$ cat src/rtl/mux_arb_pkg.sv
// mux_arb_pkg: shared FSM encodings and source ids for the round-robin mux arbiter.
`default_nettype none

package mux_arb_pkg;

  typedef enum logic [1:0] {
    IDLE  = 2'd0,
    GNT_A = 2'd1,
    GNT_B = 2'd2
  } state_t;

  localparam logic SRC_A = 1'b0;
  localparam logic SRC_B = 1'b1;

endpackage

`default_nettype wire

$ cat src/rtl/mux2_w.sv
// mux2_w: parameterised WIDTH-bit 2:1 mux, sel = 0 picks in0.
`default_nettype none

module mux2_w #(
  parameter int WIDTH = 8
) (
  input  logic             sel,
  input  logic [WIDTH-1:0] in0,
  input  logic [WIDTH-1:0] in1,
  output logic [WIDTH-1:0] out
);

  assign out = sel ? in1 : in0;

endmodule

`default_nettype wire

$ cat src/rtl/mux_rr_arbiter.sv
// mux_rr_arbiter: round-robin burst arbiter owning the select of a shared 2:1 mux.
// Optional per-source transfer counters are enabled with MUX_ARB_STATS_EN.
`default_nettype none

module mux_rr_arbiter
  import mux_arb_pkg::*;
#(
  parameter int WIDTH     = 8,
  parameter int MAX_BURST = 4
) (
  input  logic             clk,
  input  logic             rst_n,
  input  logic             a_valid,
  input  logic [WIDTH-1:0] a_data,
  output logic             a_ready,
  input  logic             b_valid,
  input  logic [WIDTH-1:0] b_data,
  output logic             b_ready,
  output logic             y_valid,
  output logic [WIDTH-1:0] y_data,
  input  logic             y_ready,
  output logic             sel,
  output logic             busy
`ifdef MUX_ARB_STATS_EN
  ,
  output logic [15:0]      cnt_a,
  output logic [15:0]      cnt_b
`endif
);

  localparam int            CW        = $clog2(MAX_BURST) + 1;
  localparam logic [CW-1:0] LAST_BEAT = CW'(MAX_BURST - 1);

  state_t        state, state_d;
  logic          sel_d;
  logic          last, last_d;
  logic [CW-1:0] cnt, cnt_d;
  logic          a_xfer, b_xfer;

  assign a_xfer = (state == GNT_A) && a_valid && y_ready;
  assign b_xfer = (state == GNT_B) && b_valid && y_ready;
  assign busy   = (state != IDLE);

  always_ff @(posedge clk) begin
    if (!rst_n) begin
      state <= IDLE;
      sel   <= SRC_A;
      last  <= SRC_B;
      cnt   <= '0;
    end else begin
      state <= state_d;
      sel   <= sel_d;
      last  <= last_d;
      cnt   <= cnt_d;
    end
  end

  always_comb begin
    state_d = state;
    sel_d   = sel;
    last_d  = last;
    cnt_d   = cnt;
    y_valid = 1'b0;
    a_ready = 1'b0;
    b_ready = 1'b0;
    case (state)
      IDLE: begin
        // On a tie the source that was not served last wins.
        if (a_valid && (!b_valid || last == SRC_B)) begin
          state_d = GNT_A;
          sel_d   = SRC_A;
          last_d  = SRC_A;
          cnt_d   = '0;
        end else if (b_valid) begin
          state_d = GNT_B;
          sel_d   = SRC_B;
          last_d  = SRC_B;
          cnt_d   = '0;
        end
      end
      GNT_A: begin
        y_valid = a_valid;
        a_ready = y_ready;
        if (!a_valid || (a_xfer && cnt == LAST_BEAT)) begin
          cnt_d = '0;
          if (b_valid) begin
            state_d = GNT_B;
            sel_d   = SRC_B;
            last_d  = SRC_B;
          end else if (a_valid) begin
            last_d  = SRC_A;
          end else begin
            state_d = IDLE;
          end
        end else if (a_xfer) begin
          cnt_d = cnt + 1'b1;
        end
      end
      GNT_B: begin
        y_valid = b_valid;
        b_ready = y_ready;
        if (!b_valid || (b_xfer && cnt == LAST_BEAT)) begin
          cnt_d = '0;
          if (a_valid) begin
            state_d = GNT_A;
            sel_d   = SRC_A;
            last_d  = SRC_A;
          end else if (b_valid) begin
            last_d  = SRC_B;
          end else begin
            state_d = IDLE;
          end
        end else if (b_xfer) begin
          cnt_d = cnt + 1'b1;
        end
      end
      default: begin
        state_d = IDLE;
        cnt_d   = '0;
      end
    endcase
  end

  mux2_w #(
    .WIDTH(WIDTH)
  ) u_mux (
    .sel(sel),
    .in0(a_data),
    .in1(b_data),
    .out(y_data)
  );

`ifdef MUX_ARB_STATS_EN
  logic [15:0] cnt_a_q;
  logic [15:0] cnt_b_q;

  // Saturating counters: they hold at all-ones rather than wrapping.
  always_ff @(posedge clk) begin
    if (!rst_n) begin
      cnt_a_q <= '0;
      cnt_b_q <= '0;
    end else begin
      if (a_xfer && cnt_a_q != 16'hFFFF) cnt_a_q <= cnt_a_q + 16'd1;
      if (b_xfer && cnt_b_q != 16'hFFFF) cnt_b_q <= cnt_b_q + 16'd1;
    end
  end

  assign cnt_a = cnt_a_q;
  assign cnt_b = cnt_b_q;
`endif

endmodule

`default_nettype wire

$ cat config.mk
export PLATFORM = sky130hd
export DESIGN_NAME = mux_rr_arbiter
export DESIGN_NICKNAME = d
export VERILOG_FILES = /design/src/rtl/mux_arb_pkg.sv /design/src/rtl/mux2_w.sv /design/src/rtl/mux_rr_arbiter.sv
export SDC_FILE = /design/constraint.sdc
export NUM_CORES = 1
export LEC_CHECK = 0
export ABC_AREA = 1
export CORE_UTILIZATION = 30
export DETAILED_ROUTE_END_ITERATION = 7
export SYNTH_ARGS = -nofsm -noshare
export SYNTH_HDL_FRONTEND = slang
export SYNTH_SLANG_ARGS = --single-unit
$ cat constraint.sdc
create_clock -name clk -period 2.8 [get_ports clk]
set_clock_uncertainty 0.1 [all_clocks]
set_input_delay 0.28 -clock clk [delete_from_list [all_inputs] [get_ports clk]]
set_output_delay 0.28 -clock clk [all_outputs]
set_load 0.01 [all_outputs]
Yosys cells after proc, flatten, opt, wreduce, memory -nomap -nowiden
Index checks and enable logic that the tools add are counted.

Register bits: 7. Input bits: 21. Output and inout port bits: 13.

Add/subtract/negate cells: 1. Eq/ne operators: 12. Mux-type cells: 33. Reductions and logical operators: 19.

Operators by type and width (count): $mux W3 (6); $mux W2 (8); $mux W1 (13); $ne A3 B3 Y1 const B (4); $pmux W3 S3 (1); $mux W8 (1); $reduce_and A4 Y1 (2); $logic_and A1 B1 Y1 (7); $ne A3 B2 Y1 const B (2); $pmux W1 S3 (2); $pmux W2 S3 (1); $reduce_and A5 Y1 (1); $ne A2 B1 Y1 const B (2); $add A3 B1 Y3 const B (1); $eq A3 B2 Y1 const B (1); $logic_or A1 B1 Y1 (3); $reduce_and A3 Y1 (1); $reduce_bool A3 Y1 (1); $eq A2 B1 Y1 const B (1); $eq A2 B2 Y1 const B (1); $logic_not A1 Y1 (2); $logic_not A2 Y1 (1); $ne A2 B2 Y1 const B (1); $pmux W1 S2 (1); $reduce_bool A2 Y1 (1).

Depth between registers and ports, before layout
Gate-level depths: netlist of the first run.

Word-level depth: 7. Gate-level depth with buffers: 10. Mapped depth without buffers: 10.

Modules after synthesis
Synthesis of the first run repeated with hierarchy kept, for this count alone.

Cells, all modules: 124. Area, all modules: 688.2 µm².

By module, submodules not included: mux_rr_arbiter (times used 1, cells an instance 98, area an instance 583.1 µm²); mux2_w (times used 1, cells an instance 26, area an instance 105.1 µm²).

Worst setup path before layout of the first run
Ideal clock, no wire load.

Path type: reg2reg. Start point: reg state[0]. End point: reg cnt[2]. Library setup time: 0.064 ns. Data arrival time: 1.271 ns. Slack: 1.366 ns. Cell stages (with the launch flop): 9. Cells stage by stage: dfxtp_1 -> inv_1 -> ha_1 -> inv_1 -> a21oi_1 -> nand2_1 -> nand2_1 -> nand2_1 -> nor2_1.

Longest elaborated chain between the ends: 7.

Ends and longest elaborated chain: from (decl) (line mux_rr_arbiter.sv:34) `state_t state, state_d;`; from (signal assigned) (line mux_rr_arbiter.sv:51) `state <= state_d;`; $eq A2 B2 Y1 or $eq A2 B1 Y1 (tied branches) (line mux_rr_arbiter.sv:41, mux_rr_arbiter.sv:66, mux_rr_arbiter.sv:40); $logic_and A1 B1 Y1, on equally long branches (2 in a row) (line mux_rr_arbiter.sv:41, mux_rr_arbiter.sv:40); $logic_and A1 B1 Y1, on equally long branches (line mux_rr_arbiter.sv:102, mux_rr_arbiter.sv:84); $logic_or A1 B1 Y1, on equally long branches (line mux_rr_arbiter.sv:102, mux_rr_arbiter.sv:84); $ne A3 B2 Y1 (no source line), or another cell as far along; $reduce_and A3 Y1 (no source line) or $pmux W3 S3 (tied branches); to (signal assigned) (line mux_rr_arbiter.sv:54) `cnt <= cnt_d;`; to (decl) (line mux_rr_arbiter.sv:37) `logic [CW-1:0] cnt, cnt_d;`.

Several ways; a longest one is shown, not always the timed one. A chain may end at the register's enable or synchronous reset.

Worst setup path after layout of the first run
Start point: reg state[0]. End point: out y_valid.

Longest elaborated chain between the ends: 2.

Ends and longest elaborated chain: $eq A2 B2 Y1 or $eq A2 B1 Y1 (tied branches) (line mux_rr_arbiter.sv:66) `case (state)`; $pmux W1 S2 * (line mux_rr_arbiter.sv:66); to (decl) (line mux_rr_arbiter.sv:19) `output logic y_valid,`.

Every way passes the cells marked *; elsewhere a longest branch is shown, timed or not.

==> results of run 1 <==
stage by stage:
stage                     cells  total power, W
final                       186        0.000846
after global routing        186        0.000945
after CTS                   186        0.000853
after detailed placement    182        0.000753
after global placement      182        0.000747
after floorplan             123        0.000535
layer usage:
metal	vias up	GRT usage (%)	wire, µm
li1	445	-	-
met1	359	20.3	892
met2	22	26.7	814
met3	4	3.12	117
met4	0	5.71	13
met5	-	0	0
sequential cells by signal, summed over array words and instances, names as in the netlist:
name and cells:
cnt 3, state 2, last 1, sel 1
critical path, cell delays in order (launching register included):
cell	delay, ns
sky130_fd_sc_hd__dfxtp_1	0.38
sky130_fd_sc_hd__inv_1	0.08
sky130_fd_sc_hd__ha_1	0.32
sky130_fd_sc_hd__inv_1	0.09
sky130_fd_sc_hd__a21oi_1	0.19
sky130_fd_sc_hd__clkdlybuf4s50_1	0.57
path summary, 6_finish.rpt:
kind | start | end | slack (ns) | cells after the start
worst min-delay path | last$_SDFFE_PN1P_ | last$_SDFFE_PN1P_ | 0.39 | 2
worst max-delay path | state[0]$_SDFFE_PN0P_ | y_valid | 0.54 | 5
worst min register to register | last$_SDFFE_PN1P_ | last$_SDFFE_PN1P_ | 0.39 | 2
worst max register to register | state[0]$_SDFFE_PN0P_ | cnt[2]$_SDFFE_PN0P_ | 1.31 | 8
cell type report:
type	instances	area (µm²)	share of cell area (%)
Clock buffer	4	26.3	2.48
Inverter	18	67.6	6.38
Multi-Input combinational cell	97	462	43.6
Sequential cell	7	140	13.2
Tap cell	27	33.8	3.19
Timing Repair Buffer	33	330	31.2
cells in the final DEF, fill, tap and decap left out:
| cell | instances |
|---|---|
| sky130_fd_sc_hd__nand2_1 | 57 |
| sky130_fd_sc_hd__clkdlybuf4s50_1 | 33 |
| sky130_fd_sc_hd__inv_1 | 16 |
| sky130_fd_sc_hd__nor2_1 | 12 |
| sky130_fd_sc_hd__nand3_1 | 7 |
| sky130_fd_sc_hd__dfxtp_1 | 7 |
| sky130_fd_sc_hd__nand2_2 | 6 |
| sky130_fd_sc_hd__a21oi_1 | 6 |
| sky130_fd_sc_hd__ha_1 | 6 |
| sky130_fd_sc_hd__clkbuf_4 | 3 |
| sky130_fd_sc_hd__inv_2 | 2 |
| sky130_fd_sc_hd__o21ai_2 | 1 |
| sky130_fd_sc_hd__nand3_2 | 1 |
| sky130_fd_sc_hd__nand4_1 | 1 |
| sky130_fd_sc_hd__clkbuf_1 | 1 |
power groups by stage:
stage	Clock, W	Combinational (W)	Sequential [W]
after floorplan	0	0.000379	0.000157
after global placement	0	0.000578	0.000169
after detailed placement	0	0.000582	0.000171
after CTS	0.000101	0.000583	0.000169
after global routing	0.000105	0.000665	0.000176
final	0.0000984	0.000579	0.000168
cells by family (layout without fill, tap and decap cells):
logic type                 count (synthesis)  count (layout)  synth area share [%]
AOI/OAI and AO/OA                          7               7                  5.75
DFF                                        7               7                  20.8
adders and majority gates                  6               6                  11.1
buffers and inverters                     19              55                  10.8
and+or+nand+nor                           84              84                  51.6
==> impl_metrics.py, run 1 <==
metrics = {
    "clock_tree": {
        "post_cts_setup_buffers": 0,
        "cts-root-to-sink-buffers": 2,
        "clk-insertion-delay-late_ns": 0.26,
        "cts.hold.buffers_added": 0,
        "cts-root-buf": "sky130_fd_sc_hd__clkbuf_4",
        "cts.reportedPaths.clkPinSlew_ns": 0.06,
        "numCtsBuffers": 3,
        "ctsResizeCount": 0,
        "total_clock_sinks": 7,
        "htreeDepth": 1,
        "cts_tree": "built",
    },
    "layout": {
        "layout-drive-gt1-share_pct": 8.18,
        "layout-area-overhead-vs-synth_pct": 57.1,
        "final_design_area_no_fill_um2": 1060,
        "final.fill_count": 217,
        "utilization_pct": 51.9,
        "net_total_in_the_final_layout": 187,
        "n_antenna_cell": 0,
    },
    "timing": {
        "fmax_ghz": 0.443,
        "setup_viol": 0,
        "finalWorstPathRequiredPeriod_ns": 2.26,
        "finalSetupTns_ns": 0,
        "report.final.hold_viol_count": 0,
        "max_slew_margin_pct": 78.0,
        "worst_slack_ns": 0.540,
        "worst_slew_pin_slew_ns": 0.330,
        "post-route-period-util_pct": 80.7,
        "finalMaxSlewViolations": 0,
        "rsz0062_at_grt": "false",
        "timing.hold.ws_ns": 0.387,
    },
    "yosys": {
        "synth-seq-cells": 7,
        "synth.cells.most_frequent": "57 x sky130_fd_sc_hd__nand2_1, 16 x sky130_fd_sc_hd__inv_1, 12 x sky130_fd_sc_hd__nor2_1",
        "syn_avg_cell_area_um2": 5.48,
        "synth_top_cell_area_share_pct": 31.7,
        "postSynthNetCount": 150,
        "synth_cell_type_count": 13,
        "synth_cells": 123,
        "synthArstFlopShare_pct": 0,
        "synth_sequential_area_ratio_pct": 20.8,
        "netlist_top_cells_area": "sky130_fd_sc_hd__nand2_1 32%, sky130_fd_sc_hd__dfxtp_1 21%, sky130_fd_sc_hd__ha_1 11%",
        "mappedNetlistArea_um2": 674,
        "ys_dominant_reg_cell": "sky130_fd_sc_hd__dfxtp_1",
        "synth-edff-count": 0,
        "synth_top_area_cell": "sky130_fd_sc_hd__nand2_1",
        "yosysWarnings": 0,
        "synth.most_common_cell": "sky130_fd_sc_hd__nand2_1",
    },
    "pwr": {
        "p_switching_w": 0.000391,
        "worst_ir_drop_vdd_mv": 0.498,
        "swShare_pct": 46.3,
        "p_int_w": 0.000455,
        "seq_power_share_pct": 19.9,
        "p_clk_share_pct": 11.6,
        "power_per_cell_area_nw_per_um2": 798,
        "power.static_leakage_nw": 0.557,
        "power.combinational.fraction_pct": 68.5,
    },
    "floorplanning": {
        "fp-row-count": 16,
        "chipHeight_um": 49.4,
        "io_pins": 34,
        "design.die.area_um2": 2440,
        "fp.coreArea_um2": 2040,
        "effective_utilization_at_floorplan_pct": 33.0,
        "die_width_um": 49.4,
    },
    "placed_design": {
        "gp_routability_congestion": 0.780,
        "worst_setup_slack_before_clock_tree_synthesis_ns": 0.721,
        "placement.io_buffers": 33,
        "placedInstanceArea_um2": 1030,
        "dp_hpwl_mm": 1.49,
    },
    "detailed_routing": {
        "viasPerCell": 4.46,
        "ant_nets": 0,
        "detailedRoute.firstPassIterationCount": 6,
        "drt-initial-drc-count": 11,
        "drc_errors": 0,
        "final_routed_wirelength_across_all_metal_layers_mm": 1.84,
        "routed-via-count": 830,
        "drt-wirelength-per-cell_um": 9.88,
    },
    "grt": {
        "globalRoute.totalOverflow": 0,
        "grt_pass1_wl_mm": 3.11,
        "antenna_found_initial": 0,
        "grtUsageTotal_pct": 16.0,
        "grt_start_max_net_pins": 11,
        "via_count_of_the_first_global_routing_pass": 761,
    },
    "critical_path": {
        "critPathMaxFanout": 4,
        "worstPathRequired_ns": 2.42,
        "startpoint_type": "register",
        "worst_setup_path_end_kind": "primary output",
        "critical_path_arrival_ns": 1.88,
        "worstSetupPathType": "register to primary output",
    },
    "min_path": {
        "hp-class": "register to register",
    },
    "status": {
        "run_status": "finished clean",
    },
    "flow_run": {
        "maxCapViolCount": 0,
    },
}
No activity file was read; power rests on OpenSTA's default activity.
==> run 2: changes to the inputs <==
PLACE_DENSITY = 0.65   (was unset)
clock period = 1.95 ns   (was 2.8 ns; I/O delays follow)
==> impl_metrics.py, run 2 (synthesis results as in run 1) <==
metrics = {
    "timing": {
        "fmax_ghz": 0.533,
        "max_slew_margin_pct": 82.5,
        "report.final.hold_viol_count": 0,
        "worst_slew_pin_slew_ns": 0.261,
        "finalMaxSlewViolations": 0,
        "setup_viol": 0,
        "finalSetupTns_ns": 0,
        "post-route-period-util_pct": 96.2,
        "rsz0062_at_grt": "false",
        "finalWorstPathRequiredPeriod_ns": 1.88,
    },
    "detailed_routing": {
        "drc_errors": 0,
        "drt-initial-drc-count": 19,
        "final_routed_wirelength_across_all_metal_layers_mm": 1.84,
        "drt-wirelength-per-cell_um": 9.79,
        "viasPerCell": 4.57,
        "ant_nets": 0,
        "detailedRoute.firstPassIterationCount": 4,
        "routed-via-count": 860,
    },
    "critical_path": {
        "worstSetupPathType": "register to primary output",
        "crit_path_max_incr_delay_ns": 0.52,
        "worstPathCellList": "inv_1 -> ha_1 -> inv_1 -> clkdlybuf4s50_1",
        "crit_family": "buffers and inverters",
        "path_buf_inv": 3,
        "critical-path-slowest-cell": "sky130_fd_sc_hd__clkdlybuf4s50_1",
        "critPathMaxFanout": 4,
        "startpoint_type": "register",
        "critical_path_arrival_ns": 1.58,
        "worstPathRequired_ns": 1.65,
        "worst_setup_path_end_kind": "primary output",
        "critical_path.most_common_cell": "sky130_fd_sc_hd__inv_1",
    },
    "pwr": {
        "power.combinational.fraction_pct": 68.7,
        "seq_power_share_pct": 19.6,
        "power_per_cell_area_nw_per_um2": 1140,
        "p_clk_share_pct": 11.7,
        "p_switching_w": 0.000571,
        "p_int_w": 0.000663,
        "worst_ir_drop_vdd_mv": 0.628,
        "power.static_leakage_nw": 0.575,
        "swShare_pct": 46.3,
    },
    "grt": {
        "grtUsageTotal_pct": 15.9,
        "antenna_found_initial": 0,
        "globalRoute.totalOverflow": 0,
        "grt_pass1_wl_mm": 3.09,
        "via_count_of_the_first_global_routing_pass": 772,
        "grt_start_max_net_pins": 11,
    },
    "floorplanning": {
        "chipHeight_um": 49.4,
        "io_pins": 34,
        "design.die.area_um2": 2440,
        "fp-row-count": 16,
        "fp.coreArea_um2": 2040,
        "effective_utilization_at_floorplan_pct": 33.0,
        "die_width_um": 49.4,
    },
    "clock_tree": {
        "cts-root-buf": "sky130_fd_sc_hd__clkbuf_4",
        "cts-root-to-sink-buffers": 2,
        "htreeDepth": 1,
        "post_cts_setup_buffers": 0,
        "ctsResizeCount": 2,
        "clk-insertion-delay-late_ns": 0.26,
        "cts.reportedPaths.clkPinSlew_ns": 0.07,
        "total_clock_sinks": 7,
        "cts.hold.buffers_added": 0,
        "cts_tree": "built",
        "numCtsBuffers": 3,
    },
    "layout": {
        "regMostFlops": "cnt",
        "net_total_in_the_final_layout": 189,
        "utilization_pct": 52.9,
        "max_ffs_per_register": 3,
        "layout-area-overhead-vs-synth_pct": 60.1,
        "n_antenna_cell": 0,
        "layout.cells.most_common_list": "57 x sky130_fd_sc_hd__nand2_1, 31 x sky130_fd_sc_hd__clkdlybuf4s50_1, 16 x sky130_fd_sc_hd__inv_1, 12 x sky130_fd_sc_hd__nor2_1, 7 x sky130_fd_sc_hd__nand3_1",
        "layout.cells.most_common": "sky130_fd_sc_hd__nand2_1",
        "layout-drive-gt1-share_pct": 11.2,
        "registers_with_the_most_flip_flops": "cnt (3), state (2)",
    },
    "placed_design": {
        "dp_hpwl_mm": 1.49,
        "placement.io_buffers": 33,
        "gp_routability_congestion": 0.810,
    },
    "min_path": {
        "hp-class": "register to register",
    },
    "status": {
        "run_status": "finished clean",
    },
    "flow_run": {
        "maxCapViolCount": 0,
    },
}
## run 2: power groups by stage
| stage | Combinational (W) | Clock (W) | Sequential, W |
|---|---|---|---|
| after floorplan | 0.000544 | 0 | 0.000225 |
| after global placement | 0.000833 | 0 | 0.000241 |
| after detailed placement | 0.000846 | 0 | 0.000244 |
| after CTS | 0.000841 | 0.000147 | 0.000241 |
| after global routing | 0.000955 | 0.000156 | 0.000251 |
| final | 0.000847 | 0.000144 | 0.000242 |
## run 2: area by class of cell
class | count | area (µm²)
tap | 27 | 33.8
fill | 211 | 962
timing repair buffer | 35 | 343
inverter | 18 | 67.6
clock buffer | 4 | 26.3
sequential | 7 | 141
multi-input combinational | 97 | 468
## run 2: metal layers
metal	vias up	track usage (%)	share of wire, %
li1	451	-	-
met1	383	19.1	46
met2	24	28.5	47
met3	2	2.80	5.9
met4	0	4.29	0.27
met5	-	0	0
## run 2: per-stage QoR
stage	cell area (µm²)	hold slack [ns]	total power [W]	worst slack, ns	std cells
final	1080	0.382	0.00123	0.0735	188
after global routing	1080	0.422	0.00136	0.0140	188
after CTS	1070	0.390	0.00123	0.0457	188
after detailed placement	1050	0.373	0.00109	0.0425	184
after global placement	1050	0.356	0.00107	0.0313	184
after floorplan	674	0.179	0.000769	0.516	123
## run 2: worst min-delay path, stage by stage (launching register included)
cell	delay (ns)
sky130_fd_sc_hd__dfxtp_1	0.33
sky130_fd_sc_hd__nand2_1	0.05
sky130_fd_sc_hd__nand3_1	0.07
## run 2: worst paths after layout
path | from | end | slack, ns | depth (start not counted)
max | state[0]$_SDFFE_PN0P_ | busy | 0.07 | 4
min | last$_SDFFE_PN1P_ | last$_SDFFE_PN1P_ | 0.38 | 2
max reg2reg | cnt[0]$_SDFFE_PN0P_ | state[1]$_SDFFE_PN0P_ | 0.47 | 7
min reg2reg | last$_SDFFE_PN1P_ | last$_SDFFE_PN1P_ | 0.38 | 2
==> run 3: changes to the inputs <==
ABC_CLOCK_PERIOD_IN_PS = 1950   (was unset)
==> results of run 3 <==
Final layout, timing and power as in run 2 (identical DEF).
